===== src/rtl/collision_detect.sv =====
// -----------------------------------------------------------------------------
// collision_detect
//
// Purpose:
//   Decides when a round of the flappy-bird game ends. The bird has a fixed X
//   position and a variable top row (Bird_Y). Each game tick the block compares
//   the bird box against the current pipe, the ground and (optionally) the
//   current coin. A hit is declared only after HIT_CONFIRM consecutive overlap
//   ticks, so that single-tick glitches from the renderer do not end a round.
//
//   State machine (one-hot, exported on Q_Idle/Q_Run/Q_Hit):
//     IDLE --Start--> RUN --confirmed overlap--> HIT --Ack--> IDLE
//
// Configuration:
//   COIN_COLLECT_EN  when defined, coin overlap is counted into Coins
//                    (saturating at 15) and Coin_Taken tells the renderer to
//                    hide the coin that was just collected. When undefined,
//                    Coins and Coin_Taken are tied to 0 and the coin inputs
//                    are ignored.
//
// Ports:
//   clk           in   1   game tick clock
//   reset         in   1   asynchronous, active-high
//   Start         in   1   begin a round (only honoured in IDLE)
//   Ack           in   1   acknowledge end of round (only honoured in HIT)
//   X_Edge_L/R    in   10  current pipe left/right X
//   Gap_Top/Bot   in   10  first/last open Y row of the pipe gap
//   Bird_Y        in   10  bird top Y
//   Coin_L/R/Y    in   10  current coin left/right X and top Y
//   shift_Coin    in   1   pulse: the coin index advanced to a new coin
//   Stop          out  1   round over, held until Ack
//   Hit_Pipe      out  1   latched: round ended on a pipe overlap
//   Hit_Floor     out  1   latched: round ended on a floor overlap
//   Coins         out  4   coins collected in this round
//   Coin_Taken    out  1   current coin already collected
//   Q_Idle/Run/Hit out 1   one-hot state
// -----------------------------------------------------------------------------
module collision_detect #(
   parameter int BIRD_X_L    = 200,
   parameter int BIRD_W      = 30,
   parameter int BIRD_H      = 24,
   parameter int FLOOR_Y     = 440,
   parameter int COIN_H      = 20,
   parameter int HIT_CONFIRM = 2
) (
   input  logic       clk,
   input  logic       reset,
   input  logic       Start,
   input  logic       Ack,
   input  logic [9:0] X_Edge_L,
   input  logic [9:0] X_Edge_R,
   input  logic [9:0] Gap_Top,
   input  logic [9:0] Gap_Bot,
   input  logic [9:0] Bird_Y,
   input  logic [9:0] Coin_L,
   input  logic [9:0] Coin_R,
   input  logic [9:0] Coin_Y,
   input  logic       shift_Coin,
   output logic       Stop,
   output logic       Hit_Pipe,
   output logic       Hit_Floor,
   output logic [3:0] Coins,
   output logic       Coin_Taken,
   output logic       Q_Idle,
   output logic       Q_Run,
   output logic       Q_Hit
);

   typedef enum logic [2:0] {
      ST_IDLE = 3'b001,
      ST_RUN  = 3'b010,
      ST_HIT  = 3'b100
   } state_t;

   // All geometry is evaluated 11 bits wide so that Bird_Y + BIRD_H cannot
   // wrap back into the visible range near the bottom of the 10-bit space.
   localparam logic [10:0] BIRD_L_C  = 11'(BIRD_X_L);
   localparam logic [10:0] BIRD_R_C  = 11'(BIRD_X_L + BIRD_W - 1);
   localparam logic [10:0] BIRD_H_C  = 11'(BIRD_H);
   localparam logic [10:0] FLOOR_C   = 11'(FLOOR_Y);
   localparam logic [10:0] COIN_H_C  = 11'(COIN_H);
   localparam logic [2:0]  CONFIRM_C = 3'(HIT_CONFIRM);

   // --------------------------------------------------------------------------
   // Overlap terms (combinational)
   // --------------------------------------------------------------------------
   logic [10:0] bird_top_w;
   logic [10:0] bird_bot_w;
   logic        pipe_x_ov;
   logic        pipe_y_ov;
   logic        pipe_ov;
   logic        floor_ov;
   logic        any_ov;

   assign bird_top_w = {1'b0, Bird_Y};
   assign bird_bot_w = bird_top_w + BIRD_H_C - 11'd1;

   assign pipe_x_ov = ({1'b0, X_Edge_L} <= BIRD_R_C) && ({1'b0, X_Edge_R} >= BIRD_L_C);
   // The bird is inside a pipe column unless it fits entirely within the gap.
   assign pipe_y_ov = (bird_top_w < {1'b0, Gap_Top}) || (bird_bot_w > {1'b0, Gap_Bot});
   assign pipe_ov   = pipe_x_ov && pipe_y_ov;
   assign floor_ov  = (bird_top_w + BIRD_H_C) > FLOOR_C;
   assign any_ov    = pipe_ov || floor_ov;

   // --------------------------------------------------------------------------
   // Round state machine with hit confirmation
   // --------------------------------------------------------------------------
   state_t     state_q,     state_d;
   logic [2:0] cnt_q,       cnt_d;
   logic       hit_pipe_q,  hit_pipe_d;
   logic       hit_floor_q, hit_floor_d;
   logic       start_round;

   assign start_round = (state_q == ST_IDLE) && Start;

   always_comb begin
      // NOTE: every signal gets a default before the case so that a path
      // which does not assign it holds the flop value instead of inferring a latch.
      state_d     = state_q;
      cnt_d       = cnt_q;
      hit_pipe_d  = hit_pipe_q;
      hit_floor_d = hit_floor_q;

      case (state_q)
         ST_IDLE: begin
            if (Start) begin
               state_d     = ST_RUN;
               cnt_d       = 3'd0;
               hit_pipe_d  = 1'b0;
               hit_floor_d = 1'b0;
            end
         end

         ST_RUN: begin
            if (any_ov) begin
               // Leave for HIT on the edge where the streak would reach the
               // threshold; the cause flags capture this tick's overlap terms.
               if (cnt_q + 3'd1 == CONFIRM_C) begin
                  state_d     = ST_HIT;
                  cnt_d       = 3'd0;
                  hit_pipe_d  = pipe_ov;
                  hit_floor_d = floor_ov;
               end else begin
                  cnt_d = cnt_q + 3'd1;
               end
            end else begin
               cnt_d = 3'd0;
            end
         end

         ST_HIT: begin
            if (Ack) begin
               state_d = ST_IDLE;
            end
         end

         default: begin
            // Recover from a corrupted one-hot code.
            state_d = ST_IDLE;
            cnt_d   = 3'd0;
         end
      endcase
   end

   always_ff @(posedge clk or posedge reset) begin
      if (reset) begin
         state_q     <= ST_IDLE;
         cnt_q       <= 3'd0;
         hit_pipe_q  <= 1'b0;
         hit_floor_q <= 1'b0;
      end else begin
         // NOTE: sequential state uses non-blocking assignments so every flop
         // samples the pre-edge values regardless of statement order.
         state_q     <= state_d;
         cnt_q       <= cnt_d;
         hit_pipe_q  <= hit_pipe_d;
         hit_floor_q <= hit_floor_d;
      end
   end

   assign Q_Idle    = state_q[0];
   assign Q_Run     = state_q[1];
   assign Q_Hit     = state_q[2];
   assign Stop      = state_q[2];
   assign Hit_Pipe  = hit_pipe_q;
   assign Hit_Floor = hit_floor_q;

   // --------------------------------------------------------------------------
   // Coin collection
   // --------------------------------------------------------------------------
`ifdef COIN_COLLECT_EN
   logic       coin_ov;
   logic       in_run;
   logic [3:0] coins_q,      coins_d;
   logic       coin_taken_q, coin_taken_d;

   assign in_run  = (state_q == ST_RUN);
   assign coin_ov = ({1'b0, Coin_L} <= BIRD_R_C) &&
                    ({1'b0, Coin_R} >= BIRD_L_C) &&
                    ({1'b0, Coin_Y} <= bird_bot_w) &&
                    (({1'b0, Coin_Y} + COIN_H_C - 11'd1) >= bird_top_w);

   always_comb begin
      coins_d      = coins_q;
      coin_taken_d = coin_taken_q;

      if (start_round) begin
         coins_d      = 4'd0;
         coin_taken_d = 1'b0;
      end

      // A new coin index always re-arms collection, and the old coin's
      // overlap must not be credited on the tick the index moves.
      if (shift_Coin) begin
         coin_taken_d = 1'b0;
      end else if (in_run && coin_ov && !coin_taken_q) begin
         if (coins_q != 4'hF) begin
            coins_d = coins_q + 4'd1;
         end
         coin_taken_d = 1'b1;
      end
   end

   always_ff @(posedge clk or posedge reset) begin
      if (reset) begin
         coins_q      <= 4'd0;
         coin_taken_q <= 1'b0;
      end else begin
         coins_q      <= coins_d;
         coin_taken_q <= coin_taken_d;
      end
   end

   assign Coins      = coins_q;
   assign Coin_Taken = coin_taken_q;
`else
   // Coin inputs are intentionally ignored in this build.
   logic unused_coin;
   assign unused_coin = ^{Coin_L, Coin_R, Coin_Y, shift_Coin, COIN_H_C};

   assign Coins      = 4'd0;
   assign Coin_Taken = 1'b0;
`endif

endmodule


===== config.mk =====
export PLATFORM = sky130hd
export DESIGN_NAME = collision_detect
export DESIGN_NICKNAME = d
export VERILOG_FILES = /design/src/rtl/collision_detect.sv
export SDC_FILE = /design/constraint.sdc
export NUM_CORES = 1
export LEC_CHECK = 0
export CAP_MARGIN = 0
export CORE_MARGIN = 5
export CORE_UTILIZATION = 41
export DETAILED_ROUTE_END_ITERATION = 10
export GPL_TIMING_DRIVEN = 0
export PLACE_DENSITY = 0.88
export SYNTH_ARGS = -nofsm -noshare
export SYNTH_HDL_FRONTEND = slang
export SYNTH_SLANG_ARGS = --single-unit

===== constraint.sdc =====
create_clock -name clk -period 5 [get_ports clk]
set_clock_uncertainty 0.2 [all_clocks]
set_input_delay 1.5 -clock clk [delete_from_list [all_inputs] [get_ports clk]]
set_output_delay 1.5 -clock clk [all_outputs]
set_load 0.02 [all_outputs]

# Word-level counts from Yosys, hierarchy flattened
# Index checks and enable logic that the tools add are counted.
# W data, S select, Z words.
[word_totals]
word_cells = 45
reg_bits = 8
input_bits = 85
out_inout_bits = 11
[classes]
bitwise_logic = 1
addsub = 3
n_eq_ne = 8
n_reduce_logical = 8
order_cmp = 5
n_mux = 16
[op_table]
columns = ["operator", "count"]
rows = [
  ["$mux W3", 7],
  ["$pmux W3 S3", 2],
  ["$add A10 B5 Y11 const B", 1],
  ["$gt A11 B10 Y1", 1],
  ["$gt A11 B9 Y1 const B", 1],
  ["$sub A11 B1 Y11 const B", 1],
  ["$ge A10 B8 Y1 const B", 1],
  ["$le A10 B8 Y1 const B", 1],
  ["$lt A10 B10 Y1", 1],
  ["$ne A2 B2 Y1 const B", 4],
  ["$reduce_and A4 Y1", 2],
  ["$eq A3 B2 Y1 const B", 2],
  ["$mux W1", 5],
  ["$pmux W1 S2", 2],
  ["$add A3 B1 Y3 const B", 1],
  ["$eq A3 B1 Y1 const B", 1],
  ["$eq A3 B3 Y1 const B", 1],
  ["$logic_and A1 B1 Y1", 2],
  ["$logic_or A1 B1 Y1", 2],
  ["$reduce_and A2 Y1", 1],
  ["$reduce_bool A2 Y1", 1],
  ["$not A1 Y1", 1],
]

# Longest topological paths before layout
[depth]
ltp_word = 8
mapped_depth = 16
mapped_depth_nobuf = 15

# Least setup slack after synthesis
# Ideal clock, no wire load.
[synth_timing]
kind = "in2reg"
startpoint = "input port Bird_Y[3]"
endpoint = "register state_q[2]"
n_path_buf = 1
required_time_ns = 4.678
t_arrival_ns = 4.237
setup_slack_ns = 0.442
path_stages = 14
setup_time_ns = 0.122
cell_sequence = "buf_4 > inv_1 > ha_1 > nand2b_2 > o31ai_2 > a21oi_2 > xor2_1 > ha_1 > a21o_1 > a2111oi_0 > a211o_1 > nand3_2 > a21o_2 > a32o_1"
[synth_via]
elab_chain_len = 8
elab_cells_between_ends = 10
classes_between = "add/sub: 2; order compare: 3; eq/ne: 1; reduce/logical: 4"
[synth_rtl]
columns = ["item", "line", "rtl"]
rows = [
  ["start, declared", "54", "input logic [9:0] Bird_Y,"],
  ["$add A10 B5 Y11", "96, 102", ""],
  ["$sub A11 B1 Y11", "96", "assign bird_bot_w = bird_top_w + BIRD_H_C - 11'd1;"],
  ["$gt A11 B10 Y1", "100", "assign pipe_y_ov = (bird_top_w < {1'b0, Gap_Top}) || (bird_bot_w > {1'b0, Gap_Bot});"],
  ["$logic_or A1 B1 Y1", "100", ""],
  ["$logic_and A1 B1 Y1", "101", "assign pipe_ov = pipe_x_ov && pipe_y_ov;"],
  ["$logic_or A1 B1 Y1 (*)", "103", "assign any_ov = pipe_ov || floor_ov;"],
  ["$ne A2 B2 Y1 (no source line) (*)", "-", ""],
  ["$reduce_and A4 Y1 (no source line) (*)", "-", ""],
  ["end signal, assigned", "174", "state_q <= state_d;"],
  ["end, declared", "108", "state_t state_q, state_d;"],
]
# Mark *: on every way between the ends. The rest lies on a longest branch, timed or not.
# A chain may end at the register's enable or synchronous reset.

# Final worst setup path
[layout_timing]
startpoint = "input port Bird_Y[7]"
endpoint = "register state_q[2]"
# The elaborated chain is that of the path after synthesis.

==> impl_metrics.csv <==
group,metric,value,unit
setup_path,max_stage_delay,0.71,ns
sta,max_freq,210.8,MHz
setup_path,cp_max_fo,7,
sta,setup_violations,0,
setup_path,end_kind,"flop",
pwr,p_comb_share,56.8,%
yosys,synthArstFlopShare,100.0,%
status,status,"completed",
yosys,synth_seq_cells,8,
yosys,synth_top_cell_area_share,20.02,%
yosys,yosysTopAreaCell,"ha_1",
setup_path,critical_path.cell_chain,"clkdlybuf4s50_1 -> o21ai_2 -> nor2_1 -> xnor2_1 -> xor2_1 -> ha_1 -> a21o_1 -> a2111oi_2 -> a211o_1 -> nand3_2 -> a21o_2 -> a32o_1",
setup_path,crit_family,"compound AO/OA/AOI/OAI gates",
sta,timing.final.crit_share,94.85,%
sta,grt_setup_unrepaired,"false",
sta,slew_viol_final,0,
cts,clockRootBuffer,"clkbuf_8",
yosys,syn_area,1563,um^2
die,chipWidth,71.74,um
setup_path,worstPathRequired,4.91,ns
final_layout,diodes,0,
final_layout,final_common_cell,"clkdlybuf4s50_1",
yosys,yosys_warnings,0,
cts,cts_buffers,3,
global_routing,grt_usage,14.92,%
yosys,synthSimpleGateAreaFrac,23.78,%
detailed_routing,vias,1645,
yosys,ys.flop_type,"dfrtp_1",
pwr,ir_worst_vdd,0.0001165,V
placed_design,dp.cells,307,
die,die_y,71.74,um
run,maxCapViolCount,0,
detailed_routing,remaining_drc_errors,0,
cts,cts.clk_slew.worst_paths,0.04,ns
placed_design,port-buffer-count,55,
placed_design,placed_cell_area,2188,um^2
pwr,swShare,38.59,%
global_routing,grt_pass1_vias,1577,
cts,cts_tree,"built",
placed_design,pre_cts_slack,-0.5250,ns
sta,hold_violations,0,
global_routing,grt_antenna_before_repair,0,
yosys,synth_compound_area_share,23.70,%
yosys,ys_seq_area_share,12.89,%
pwr,cellPowerDensity,181.1,nW/um^2
die,start_util,42.37,%
placed_design,dp_hpwl,3.379,mm
final_layout,syn_to_final_growth,44.04,%
cts,cts.sinks,8,
detailed_routing,drtAntennaViolNets,0,
pwr,internal_power,0.2504,mW
pwr,p_seq_share,23.0,%
sta,tightest_slew,1.016,ns
final_layout,layout-drive-gt1-share,13.69,%
die,die_area,5147,um^2
detailed_routing,drt_iter0_drc,64,
setup_path,arrival,4.66,ns
sta,fin_ws,0.2573,ns
min_path,hold_class,"flop to flop",
die,ios,96,
pwr,clockPowerShare,20.1,%
global_routing,grt_pass1_wl,6.458,mm
detailed_routing,wirelength,3.931,mm
cts,cts_htree_levels,1,
yosys,syn_inst,200,
final_layout,nFillCells,338,
final_layout,stdcell_count,311,
setup_path,path_buf_inv,1,
cts,clk_latency,0.23,ns
pwr,p_switching,0.1573,mW
final_layout,utilization,61.02,%
die,core_area,3689,um^2
cts,clk_path_buf_depth,2,
final_layout,final_area,2251,um^2
die,fp-row-count,22,
sta,period_needed,4.743,ns
yosys,synth_xor_area_share,6.725,%
setup_path,cp_slowest_cell,"clkdlybuf4s50_1",
setup_path,critPathKind,"primary input to flop",
placed_design,place_congestion,0.8318,
yosys,yosysUniqueCellTypes,60,
yosys,synth_area_per_cell,7.814,um^2
detailed_routing,wl_per_cell,12.64,um
cts,ctsHoldBuffers,0,
sta,relSlewSlack,31.67,%
yosys,yosys.area_share.adder,20.02,%
detailed_routing,detail_route.vias_per_cell,5.289,
pwr,power.leakage,1.040,nW
global_routing,grt-ovfl-total,0,
yosys,netlist_top_cells_area,"ha_1, dfrtp_1, inv_1, xnor2_1, buf_4",
yosys,synth_edf_count,0,
global_routing,grt_max_degree,11,
yosys,synth_top_family_by_area,"simple AND/OR/NAND/NOR gates",
detailed_routing,first_pass_iters,4,
final_layout,layout_common_cells,"clkdlybuf4s50_1, inv_1, ha_1, nand2_1, nor2_1",
sta,tns,0,ns
setup_path,cp-start-kind,"primary input",
yosys,synthMuxAreaShare,1.281,%
final_layout,final_nets,374,
-- kinds of logic after synthesis --
kind of cell | after synthesis
mux | 2
fa+ha+maj | 25
simple gates | 65
other cells | 1
xor+xnor | 12
buf+inv | 37
flops | 8
compound gates | 50
-- area by class of cell --
| cell class | instances | area, um^2 | area share [%] |
|---|---|---|---|
| sequential | 8 | 201.4 | 8.949 |
| clock buffer | 4 | 45.04 | 2.001 |
| timing repair buffer | 55 | 540.5 | 24.01 |
| tap | 48 | 60.06 | 2.668 |
| buffer | 10 | 80.08 | 3.558 |
| inverter | 27 | 101.3 | 4.502 |
| multi-input combinational | 159 | 1222 | 54.31 |
-- metal layers --
metal | track usage (%) | part of all wire [%] | up-vias
met5 | 0 | 0 | -
met1 | 16.93 | 41 | 756
li1 | - | - | 834
met3 | 2.384 | 5.2 | 10
met2 | 28.57 | 52 | 45
met4 | 3.758 | 1.7 | 0
-- state kept, by name, summed over array words and instances (netlist names) --
name / count
Hit_Floor: 1
Hit_Pipe: 1
cnt_q: 3
state_q: 3
-- Yosys cell counts, drive strengths merged (2+ instances only) --
library cell and n:
buf 10, xnor2 7, a21o 2, nor2 13, dfrtp 7, and2 4, nor3 7, a2111oi 2
nand3 4, a2bb2oi 2, o32ai 2, and3 3, o21ai 7, o2111ai 3, nand2b 5, a21oi 12
o41ai 2, nor4 4, ha 25, nand2 17, o31ai 3, or3 2, inv 27, o21a 2
xor2 5, mux2i 2
-- what timing repair did --
item	CTS	global route
setup endpoints to repair	7	7
pin swaps	1	1
resized for setup	5	7
cloned	0	0
buffers inserted	0	0
-- power by group through the flow --
| stage | clock [mW] | sequential, mW | combinational (mW) |
|---|---|---|---|
| floorplan | 0 | 0.104 | 0.124 |
| global placement | 0 | 0.0937 | 0.218 |
| detailed placement | 0 | 0.0947 | 0.224 |
| global route | 0.0876 | 0.0963 | 0.256 |
| CTS | 0.0831 | 0.0934 | 0.227 |
| finish | 0.0820 | 0.0940 | 0.232 |
-- metrics by stage --
stage          hold WS (ns)  power (mW)
2_1_floorplan        0.2694      0.2278
3_3_place_gp         0.2804      0.3122
3_5_place_dp         0.2874      0.3185
4_1_cts              0.2930      0.4034
5_1_grt              0.3168      0.4400
6_report             0.2902      0.4078
-- final timing paths --
kind                                      startpoint                      to  slack, ns  depth (start not counted)
max in group asynchronous                      reset  state_q[0]$_DFFE_PP1P_       2.99                          2
min in group asynchronous                      reset  state_q[1]$_DFFE_PP0P_       1.32                          2
worst min-delay path            cnt_q[2]$_DFFE_PP0P_    cnt_q[2]$_DFFE_PP0P_       0.29                          1
worst min register to register  cnt_q[2]$_DFFE_PP0P_    cnt_q[2]$_DFFE_PP0P_       0.29                          1
worst max register to register  cnt_q[0]$_DFFE_PP0P_    Hit_Pipe$_DFFE_PP0P_       3.06                          6
worst max-delay path                       Bird_Y[7]  state_q[2]$_DFFE_PP0P_       0.26                         12
Note: power is estimated with default switching activity, not from simulation.
